`src/rtl/board_dbg_ctrl_pkg.sv`:
```
// Shared types and width helpers for the lab-board front-panel controller.
package board_pkg;

    typedef enum logic {
        IDLE,
        COLLECT
    } load_state_e;

    // Index width able to hold the values 0..n-1, never narrower than one bit.
    function automatic int idx_w(input int n);
        return (n < 2) ? 1 : $clog2(n);
    endfunction

    localparam int NUM_PHASES_DEF = 3;
    localparam int NUM_CH_DEF     = 4;
    localparam int PH_IDX_W       = idx_w(NUM_PHASES_DEF + 1);
    localparam int CH_IDX_W       = idx_w(NUM_CH_DEF + 1);

endpackage

```
`src/rtl/board_dbg_ctrl_if.sv`:
```
// Board-side bundle: raw switches/buttons in, loader/display/step outputs back.
interface board_dbg_if
    import board_pkg::*;
#(
    parameter int SW_W       = 32,
    parameter int NUM_PHASES = NUM_PHASES_DEF,
    parameter int NUM_CH     = NUM_CH_DEF,
    parameter int DATA_W     = 32
) ();

    localparam int PH_W = idx_w(NUM_PHASES + 1);
    localparam int CH_W = idx_w(NUM_CH + 1);

    logic [SW_W-1:0]            sw;
    logic                       btn_load;
    logic                       btn_sel;
    logic                       btn_step;
    logic                       load_en;
    logic                       mode_run;
    logic [NUM_CH*DATA_W-1:0]   ch_data;

    logic [NUM_PHASES*SW_W-1:0] load_data;
    logic                       load_valid;
    logic [PH_W-1:0]            load_phase;
    logic [DATA_W-1:0]          disp_data;
    logic                       disp_all8;
    logic [CH_W-1:0]            disp_ch;
    logic                       step_en;

    modport master (
        output sw, btn_load, btn_sel, btn_step, load_en, mode_run, ch_data,
        input  load_data, load_valid, load_phase, disp_data, disp_all8, disp_ch, step_en
    );

    modport slave (
        input  sw, btn_load, btn_sel, btn_step, load_en, mode_run, ch_data,
        output load_data, load_valid, load_phase, disp_data, disp_all8, disp_ch, step_en
    );

endinterface

```
`src/rtl/board_dbg_ctrl_btn_debounce.sv`:
```
// One button: 2-FF synchroniser, stability counter and a registered press pulse
// on each rising edge of the debounced level.
module btn_debounce #(
    parameter int DEB_CYCLES = 20000
) (
    input  logic clk,
    input  logic Rst_n,
    input  logic raw,
    output logic level,
    output logic press
);

    localparam int CNT_W = $clog2(DEB_CYCLES);

    logic             sync1_q, sync2_q;
    logic             level_q, level_d;
    logic             level_prev_q;
    logic             press_q;
    logic [CNT_W-1:0] cnt_q, cnt_d;

    // NOTE: every variable gets a default before the branches so no latch is inferred.
    always_comb begin
        cnt_d   = '0;
        level_d = level_q;
        if (sync2_q != level_q) begin
            if (cnt_q == CNT_W'(DEB_CYCLES - 1)) begin
                level_d = ~level_q;
            end else begin
                cnt_d = cnt_q + 1'b1;
            end
        end
    end

    // NOTE: sequential state uses non-blocking assignments so every register
    // samples its inputs from before the edge, independent of statement order.
    always_ff @(posedge clk) begin
        if (!Rst_n) begin
            sync1_q      <= 1'b0;
            sync2_q      <= 1'b0;
            cnt_q        <= '0;
            level_q      <= 1'b0;
            level_prev_q <= 1'b0;
            press_q      <= 1'b0;
        end else begin
            sync1_q      <= raw;
            sync2_q      <= sync1_q;
            cnt_q        <= cnt_d;
            level_q      <= level_d;
            level_prev_q <= level_q;
            press_q      <= level_q & ~level_prev_q;
        end
    end

    assign level = level_q;
    assign press = press_q;

endmodule

```
`src/rtl/board_dbg_ctrl.sv`:
```
// Front-panel controller: debounced buttons, multi-word switch loader,
// display channel selector with lamp-test slot, single-step/free-run step enable.
module board_dbg_ctrl
    import board_pkg::*;
#(
    parameter int SW_W       = 32,
    parameter int NUM_PHASES = NUM_PHASES_DEF,
    parameter int NUM_CH     = NUM_CH_DEF,
    parameter int DATA_W     = 32,
    parameter int DEB_CYCLES = 20000,
    parameter int RUN_DIV    = 50000000
) (
    input logic        clk,
    input logic        Rst_n,
    board_dbg_if.slave bus
);

    localparam int PH_W  = idx_w(NUM_PHASES + 1);
    localparam int CH_W  = idx_w(NUM_CH + 1);
    localparam int DIV_W = idx_w(RUN_DIV);

    // Level-sensitive switches share one synchroniser stage pair.
    logic [SW_W-1:0] sw_meta_q, sw_s_q;
    logic            load_en_meta_q, load_en_s_q;
    logic            mode_meta_q, mode_s_q;

    always_ff @(posedge clk) begin
        if (!Rst_n) begin
            sw_meta_q      <= '0;
            sw_s_q         <= '0;
            load_en_meta_q <= 1'b0;
            load_en_s_q    <= 1'b0;
            mode_meta_q    <= 1'b0;
            mode_s_q       <= 1'b0;
        end else begin
            sw_meta_q      <= bus.sw;
            sw_s_q         <= sw_meta_q;
            load_en_meta_q <= bus.load_en;
            load_en_s_q    <= load_en_meta_q;
            mode_meta_q    <= bus.mode_run;
            mode_s_q       <= mode_meta_q;
        end
    end

    logic       load_press, sel_press, step_press;
    // Debounced levels are kept for future panel LEDs.
    logic [2:0] btn_level_unused;

    btn_debounce #(.DEB_CYCLES(DEB_CYCLES)) u_deb_load (
        .clk(clk), .Rst_n(Rst_n), .raw(bus.btn_load),
        .level(btn_level_unused[0]), .press(load_press)
    );

    btn_debounce #(.DEB_CYCLES(DEB_CYCLES)) u_deb_sel (
        .clk(clk), .Rst_n(Rst_n), .raw(bus.btn_sel),
        .level(btn_level_unused[1]), .press(sel_press)
    );

    btn_debounce #(.DEB_CYCLES(DEB_CYCLES)) u_deb_step (
        .clk(clk), .Rst_n(Rst_n), .raw(bus.btn_step),
        .level(btn_level_unused[2]), .press(step_press)
    );

    load_state_e                state_q;
    logic [PH_W-1:0]            phase_q;
    logic [NUM_PHASES*SW_W-1:0] slots_q;
    logic                       load_valid_q;

    // NOTE: the slot array is small and must read back as zero after reset,
    // so it is reset like ordinary control state rather than left uninitialised.
    always_ff @(posedge clk) begin
        if (!Rst_n) begin
            state_q      <= IDLE;
            phase_q      <= '0;
            slots_q      <= '0;
            load_valid_q <= 1'b0;
        end else begin
            load_valid_q <= 1'b0;
            if (load_press && load_en_s_q) begin
                for (int p = 0; p < NUM_PHASES; p++) begin
                    if (phase_q == PH_W'(p)) begin
                        slots_q[p*SW_W +: SW_W] <= sw_s_q;
                    end
                end
                case (state_q)
                    IDLE: begin
                        if (NUM_PHASES == 1) begin
                            load_valid_q <= 1'b1;
                        end else begin
                            state_q <= COLLECT;
                            phase_q <= PH_W'(1);
                        end
                    end
                    COLLECT: begin
                        if (phase_q == PH_W'(NUM_PHASES - 1)) begin
                            state_q      <= IDLE;
                            phase_q      <= '0;
                            load_valid_q <= 1'b1;
                        end else begin
                            phase_q <= phase_q + 1'b1;
                        end
                    end
                    default: begin
                        state_q <= IDLE;
                        phase_q <= '0;
                    end
                endcase
            end
        end
    end

    logic [CH_W-1:0]   sel_q;
    logic [DATA_W-1:0] disp_data_q, disp_data_d;
    logic              disp_all8_q;

    always_comb begin
        disp_data_d = '0;
        for (int k = 0; k < NUM_CH; k++) begin
            if (sel_q == CH_W'(k)) begin
                disp_data_d = bus.ch_data[k*DATA_W +: DATA_W];
            end
        end
    end

    always_ff @(posedge clk) begin
        if (!Rst_n) begin
            sel_q       <= '0;
            disp_data_q <= '0;
            disp_all8_q <= 1'b0;
        end else begin
            if (sel_press) begin
                sel_q <= (sel_q == CH_W'(NUM_CH)) ? '0 : sel_q + 1'b1;
            end
            disp_data_q <= disp_data_d;
            disp_all8_q <= (sel_q == CH_W'(NUM_CH));
        end
    end

    logic [DIV_W-1:0] div_q;
    logic             mode_prev_q;
    logic             step_q;

    // The cycle a switch into run mode is seen only restarts the prescaler.
    always_ff @(posedge clk) begin
        if (!Rst_n) begin
            div_q       <= '0;
            mode_prev_q <= 1'b0;
            step_q      <= 1'b0;
        end else begin
            mode_prev_q <= mode_s_q;
            if (mode_s_q && mode_prev_q) begin
                step_q <= (div_q == DIV_W'(RUN_DIV - 1));
                div_q  <= (div_q == DIV_W'(RUN_DIV - 1)) ? '0 : div_q + 1'b1;
            end else if (mode_s_q) begin
                step_q <= 1'b0;
                div_q  <= '0;
            end else begin
                step_q <= step_press;
                div_q  <= '0;
            end
        end
    end

    assign bus.load_data  = slots_q;
    assign bus.load_valid = load_valid_q;
    assign bus.load_phase = phase_q;
    assign bus.disp_data  = disp_data_q;
    assign bus.disp_all8  = disp_all8_q;
    assign bus.disp_ch    = sel_q;
    assign bus.step_en    = step_q;

endmodule

```
`src/flat_wrapper.sv`:
```
// flat-port wrapper written by rule: the top's interface ports become plain ports
module board_dbg_ctrl_flat import board_pkg::*;
#(
    parameter int SW_W       = 32,
    parameter int NUM_PHASES = NUM_PHASES_DEF,
    parameter int NUM_CH     = NUM_CH_DEF,
    parameter int DATA_W     = 32,
    parameter int DEB_CYCLES = 20000,
    parameter int RUN_DIV    = 50000000
)
  (clk, Rst_n, bus_sw, bus_btn_load, bus_btn_sel, bus_btn_step, bus_load_en, bus_mode_run, bus_ch_data, bus_load_data, bus_load_valid, bus_load_phase, bus_disp_data, bus_disp_all8, bus_disp_ch, bus_step_en);
  board_dbg_if #(.SW_W(SW_W), .NUM_PHASES(NUM_PHASES), .NUM_CH(NUM_CH), .DATA_W(DATA_W)) bus_i ();
  input logic clk;
  input logic Rst_n;
  input wire logic [$bits(bus_i.sw)-1:0] bus_sw;
  input wire logic [$bits(bus_i.btn_load)-1:0] bus_btn_load;
  input wire logic [$bits(bus_i.btn_sel)-1:0] bus_btn_sel;
  input wire logic [$bits(bus_i.btn_step)-1:0] bus_btn_step;
  input wire logic [$bits(bus_i.load_en)-1:0] bus_load_en;
  input wire logic [$bits(bus_i.mode_run)-1:0] bus_mode_run;
  input wire logic [$bits(bus_i.ch_data)-1:0] bus_ch_data;
  output wire logic [$bits(bus_i.load_data)-1:0] bus_load_data;
  output wire logic [$bits(bus_i.load_valid)-1:0] bus_load_valid;
  output wire logic [$bits(bus_i.load_phase)-1:0] bus_load_phase;
  output wire logic [$bits(bus_i.disp_data)-1:0] bus_disp_data;
  output wire logic [$bits(bus_i.disp_all8)-1:0] bus_disp_all8;
  output wire logic [$bits(bus_i.disp_ch)-1:0] bus_disp_ch;
  output wire logic [$bits(bus_i.step_en)-1:0] bus_step_en;
  assign bus_i.sw = bus_sw;
  assign bus_i.btn_load = bus_btn_load;
  assign bus_i.btn_sel = bus_btn_sel;
  assign bus_i.btn_step = bus_btn_step;
  assign bus_i.load_en = bus_load_en;
  assign bus_i.mode_run = bus_mode_run;
  assign bus_i.ch_data = bus_ch_data;
  assign bus_load_data = bus_i.load_data;
  assign bus_load_valid = bus_i.load_valid;
  assign bus_load_phase = bus_i.load_phase;
  assign bus_disp_data = bus_i.disp_data;
  assign bus_disp_all8 = bus_i.disp_all8;
  assign bus_disp_ch = bus_i.disp_ch;
  assign bus_step_en = bus_i.step_en;
  board_dbg_ctrl #(.SW_W(SW_W), .NUM_PHASES(NUM_PHASES), .NUM_CH(NUM_CH), .DATA_W(DATA_W), .DEB_CYCLES(DEB_CYCLES), .RUN_DIV(RUN_DIV)) u_core (.clk(clk), .Rst_n(Rst_n), .bus(bus_i));
endmodule
```
`config.mk`:
```
export PLATFORM = sky130hd
export DESIGN_NAME = board_dbg_ctrl_flat
export DESIGN_NICKNAME = d
export VERILOG_FILES = /design/src/rtl/board_dbg_ctrl_pkg.sv /design/src/rtl/board_dbg_ctrl_if.sv /design/src/rtl/board_dbg_ctrl_btn_debounce.sv /design/src/rtl/board_dbg_ctrl.sv /design/src/flat_wrapper.sv
export SDC_FILE = /design/constraint.sdc
export NUM_CORES = 1
export LEC_CHECK = 0
export BUFFER_PORTS_ARGS = -buffer_cell sky130_fd_sc_hd__buf_4
export CAP_MARGIN = 0
export CELL_PAD_IN_SITES_DETAIL_PLACEMENT = 0
export CELL_PAD_IN_SITES_GLOBAL_PLACEMENT = 1
export CORE_MARGIN = 10
export CORE_UTILIZATION = 43
export CTS_BUF_LIST = sky130_fd_sc_hd__clkbuf_2 sky130_fd_sc_hd__clkbuf_4 sky130_fd_sc_hd__clkbuf_8
export CTS_CLUSTER_DIAMETER = 150
export DETAILED_ROUTE_END_ITERATION = 16
export PLACE_DENSITY_LB_ADDON = 0.25
export SKIP_CTS_REPAIR_TIMING = 1
export SKIP_LAST_GASP = 1
export SLEW_MARGIN = 0
export SYNTH_ARGS = -nofsm -noshare
export SYNTH_HDL_FRONTEND = slang
export SYNTH_HIERARCHICAL = 1
export SYNTH_SLANG_ARGS = --single-unit
```
`constraint.sdc`:
```
create_clock -name clk -period 4.3 [get_ports clk]
set_input_delay 0 -clock clk [delete_from_list [all_inputs] [get_ports clk]]
set_output_delay 0 -clock clk [all_outputs]
set_load 0.1 [all_outputs]
```
==> impl_metrics.env <==
export IMPL_dieWidth_um=180
export IMPL_post_route_period_util_pct=76.2
export IMPL_io_buffers=302
export IMPL_grt_usage_pct=18.7
export IMPL_grt_start_max_net_pins=127
export IMPL_slowest_stage="nor2b_2"
export IMPL_clockBufferDepth=3
export IMPL_ys_async_sr_fraction_pct=0
export IMPL_tns_ns=0
export IMPL_synth_edf_count=0
export IMPL_drtIter0Drc=601
export IMPL_setup_viol=0
export IMPL_vias=9861
export IMPL_vias_per_cell=5.00
export IMPL_leakagePower_nw=6.16
export IMPL_required_ns=4.80
export IMPL_ys_types=41
export IMPL_ys_seq_elements=292
export IMPL_io_pins=303
export IMPL_drt_first_pass_iters=5
export IMPL_syn2layout_area_growth_pct=41.5
export IMPL_fin_skew_ns=0.0135
export IMPL_clock_latency_ns=0.56
export IMPL_fill_cells=2218
export IMPL_ir_drop_mv=0.368
export IMPL_cap_violations=0
export IMPL_clkSlewWorstSetupHoldPaths_ns=0.06
export IMPL_drt_wl_total_um=33500
export IMPL_final_antenna_net_count=0
export IMPL_first_global_vias=9142
export IMPL_fp_coreArea_mm2=0.0253
export IMPL_worstSetupPathType="reg2reg"
export IMPL_place_congestion=0.870
export IMPL_clock_sinks=292
export IMPL_hold_class="in2reg"
export IMPL_rsz0062_at_grt="no"
export IMPL_yosysWarnings=6
export IMPL_final_max_slew_viol_count=0
export IMPL_drc=0
export IMPL_fin_crit_ns=3.28
export IMPL_wl_per_cell_um=17.0
export IMPL_p_per_area_mw_per_mm2=370
export IMPL_grt_pass1_wl_um=50600
export IMPL_cts_tree="built"
export IMPL_fp_dieH_um=180
export IMPL_relSlewSlack_pct=15.8
export IMPL_end_kind="flop"
export IMPL_start_kind="flop"
export IMPL_drive_gt1_share_pct=25.5
export IMPL_worst_slew_pin_slew_ns=1.26
export IMPL_syn_inst=1205
export IMPL_cp_max_fo=17
export IMPL_multi_input_area_mm2=0.00484
export IMPL_final_nets=1778
export IMPL_synth_nets=1381
export IMPL_htree_levels=2
export IMPL_fmax_mhz=305
export IMPL_syn_mean_instance_area_um2=9.17
export IMPL_total_power_mw=5.79
export IMPL_core_rowCount=58
export IMPL_final_seq_area_mm2=0.00585
export IMPL_crit_arrival_ns=3.78
export IMPL_status="completed"
export IMPL_path_cells="inv_1, ha_1, nor2b_2, buf_4, a221o_1, o21ai_0, dlygate4sd3_1, o21ai_0, dlygate4sd3_1"
export IMPL_slowest_delay_ns=0.68
export IMPL_cts_buffers_inserted=48
export IMPL_place_hpwl_um=22600
export IMPL_synth_yosys_seq_area_share_pct=52.9
export IMPL_synth_area_mm2=0.0111
export IMPL_synth_main_ff_cell="dfxtp_1"
export IMPL_overflow=0
export IMPL_start_util_pct=43.8
export IMPL_die_area_mm2=0.0325
export IMPL_antenna_found_initial=2
export IMPL_cts_root_buf="clkbuf_8"
export IMPL_finalHoldViolCount=0
-- per-stage QoR --
step	area (µm²)	util (%)	setup slack (ns)	hold WS [ns]	std cells
3_5_place_dp	13500	53.6	1.91	0.210	1777
6_report	15600	61.9	1.02	0.197	1971
4_1_cts	14600	57.8	1.88	-0.387	1865
2_1_floorplan	11100	-	1.81	0.122	1205
5_1_grt	15600	61.9	0.851	0.177	1971
3_3_place_gp	13500	53.6	1.98	0.209	1777
-- placed cells by master, fill, tap and decap left out, types with 13 or more instances in the layout --
master / synthesis / routed
nor2_1: 68 / 68
a21boi_0: 95 / 95
inv_1: 20 / 20
a21oi_1: 15 / 15
or3_1: 13 / 13
dfxtp_1: 292 / 292
xor2_1: 23 / 23
clkbuf_4: 0 / 17
buf_4: 0 / 313
nand3_1: 59 / 59
dlygate4sd3_1: 0 / 105
clkbuf_8: 0 / 64
o21ai_0: 74 / 74
xnor2_1: 30 / 30
nand4_1: 22 / 22
and2_1: 82 / 82
a221o_1: 32 / 32
nand2_1: 215 / 215
-- cell usage after synthesis, types with 10 or more instances --
master,count,area share (%)
nor3_1,10,0.45
nor2_1,68,2.3
xor2_1,23,1.8
a21oi_1,15,0.68
nor2b_1,11,0.62
a21boi_0,95,6.5
and2_1,82,4.6
dfxtp_1,292,53
xnor2_1,30,2.4
inv_1,20,0.68
a221o_1,32,2.9
nand2_1,215,7.3
nand3_1,59,2.7
or3_1,13,0.74
clkbuf_1,66,2.2
o21ai_0,74,3.4
nand4_1,22,1.2
-- where the power goes --
part	switching, mW	internal, mW
clock	1.08	1.48
combinational	0.227	0.226
sequential	0.0238	2.76
total	1.34	4.46
-- area by class of cell --
class                      instances  area share [%]
sequential                       292            37.4
multi-input combinational        821            31.0
timing repair buffer             419            21.8
clock buffer                      81            6.45
tap                              330            2.64
inverter                          20           0.480
clock inverter                     7           0.248
antenna                            1          0.0160
-- state kept, by name, summed over array words and instances, names as in the netlist, 15 cells and up --
signal,count
u_core/bus.disp_data,32
u_core/bus.load_data,96
u_core/div_q,26
u_core/sw_meta_q,32
u_core/sw_s_q,32
u_core/u_deb_load/cnt_q,15
u_core/u_deb_sel/cnt_q,15
u_core/u_deb_step/cnt_q,15
-- layer usage --
| metal | up-vias | global-route usage [%] | wire, µm |
|---|---|---|---|
| li1 | 4900 | - | - |
| met1 | 4618 | 24.0 | 14600 |
| met2 | 282 | 31.0 | 16300 |
| met3 | 59 | 3.98 | 1800 |
| met4 | 2 | 5.51 | 764 |
| met5 | - | 0 | 9 |
-- critical path, delay by kind of cell, from the launching register on --
kind | cells | cell delay, ns
adders and majority gates | 1 | 0.19
buffers and inverters | 4 | 1.62
DFF | 1 | 0.34
AOI/OAI and AO/OA | 3 | 0.39
and+or+nand+nor | 1 | 0.68
-- kinds of logic after synthesis --
group	after synthesis	synth area share, %
AND/OR/NAND/NOR	528	23.8
XOR/XNOR	53	4.20
buffers and inverters	92	3.52
flip-flops	292	52.9
adder cells (fa/ha/maj)	9	1.02
multiplexers	5	0.453
AO/OA/AOI/OAI	226	14.1
-- worst paths after layout --
kind,depth (start not counted),slack [ns],end,from
hold reg to reg,1,0.38,u_core/u_deb_load/press,u_core/u_deb_load/level_prev_q
setup / recovery,9,1.02,u_core/bus.disp_data[12],u_core/bus.disp_ch[1]
setup reg to reg,9,1.02,u_core/bus.disp_data[12],u_core/bus.disp_ch[1]
hold / removal,3,0.20,u_core/sw_meta_q[15],bus_sw[15]
Power figures use the tool's default switching activity.
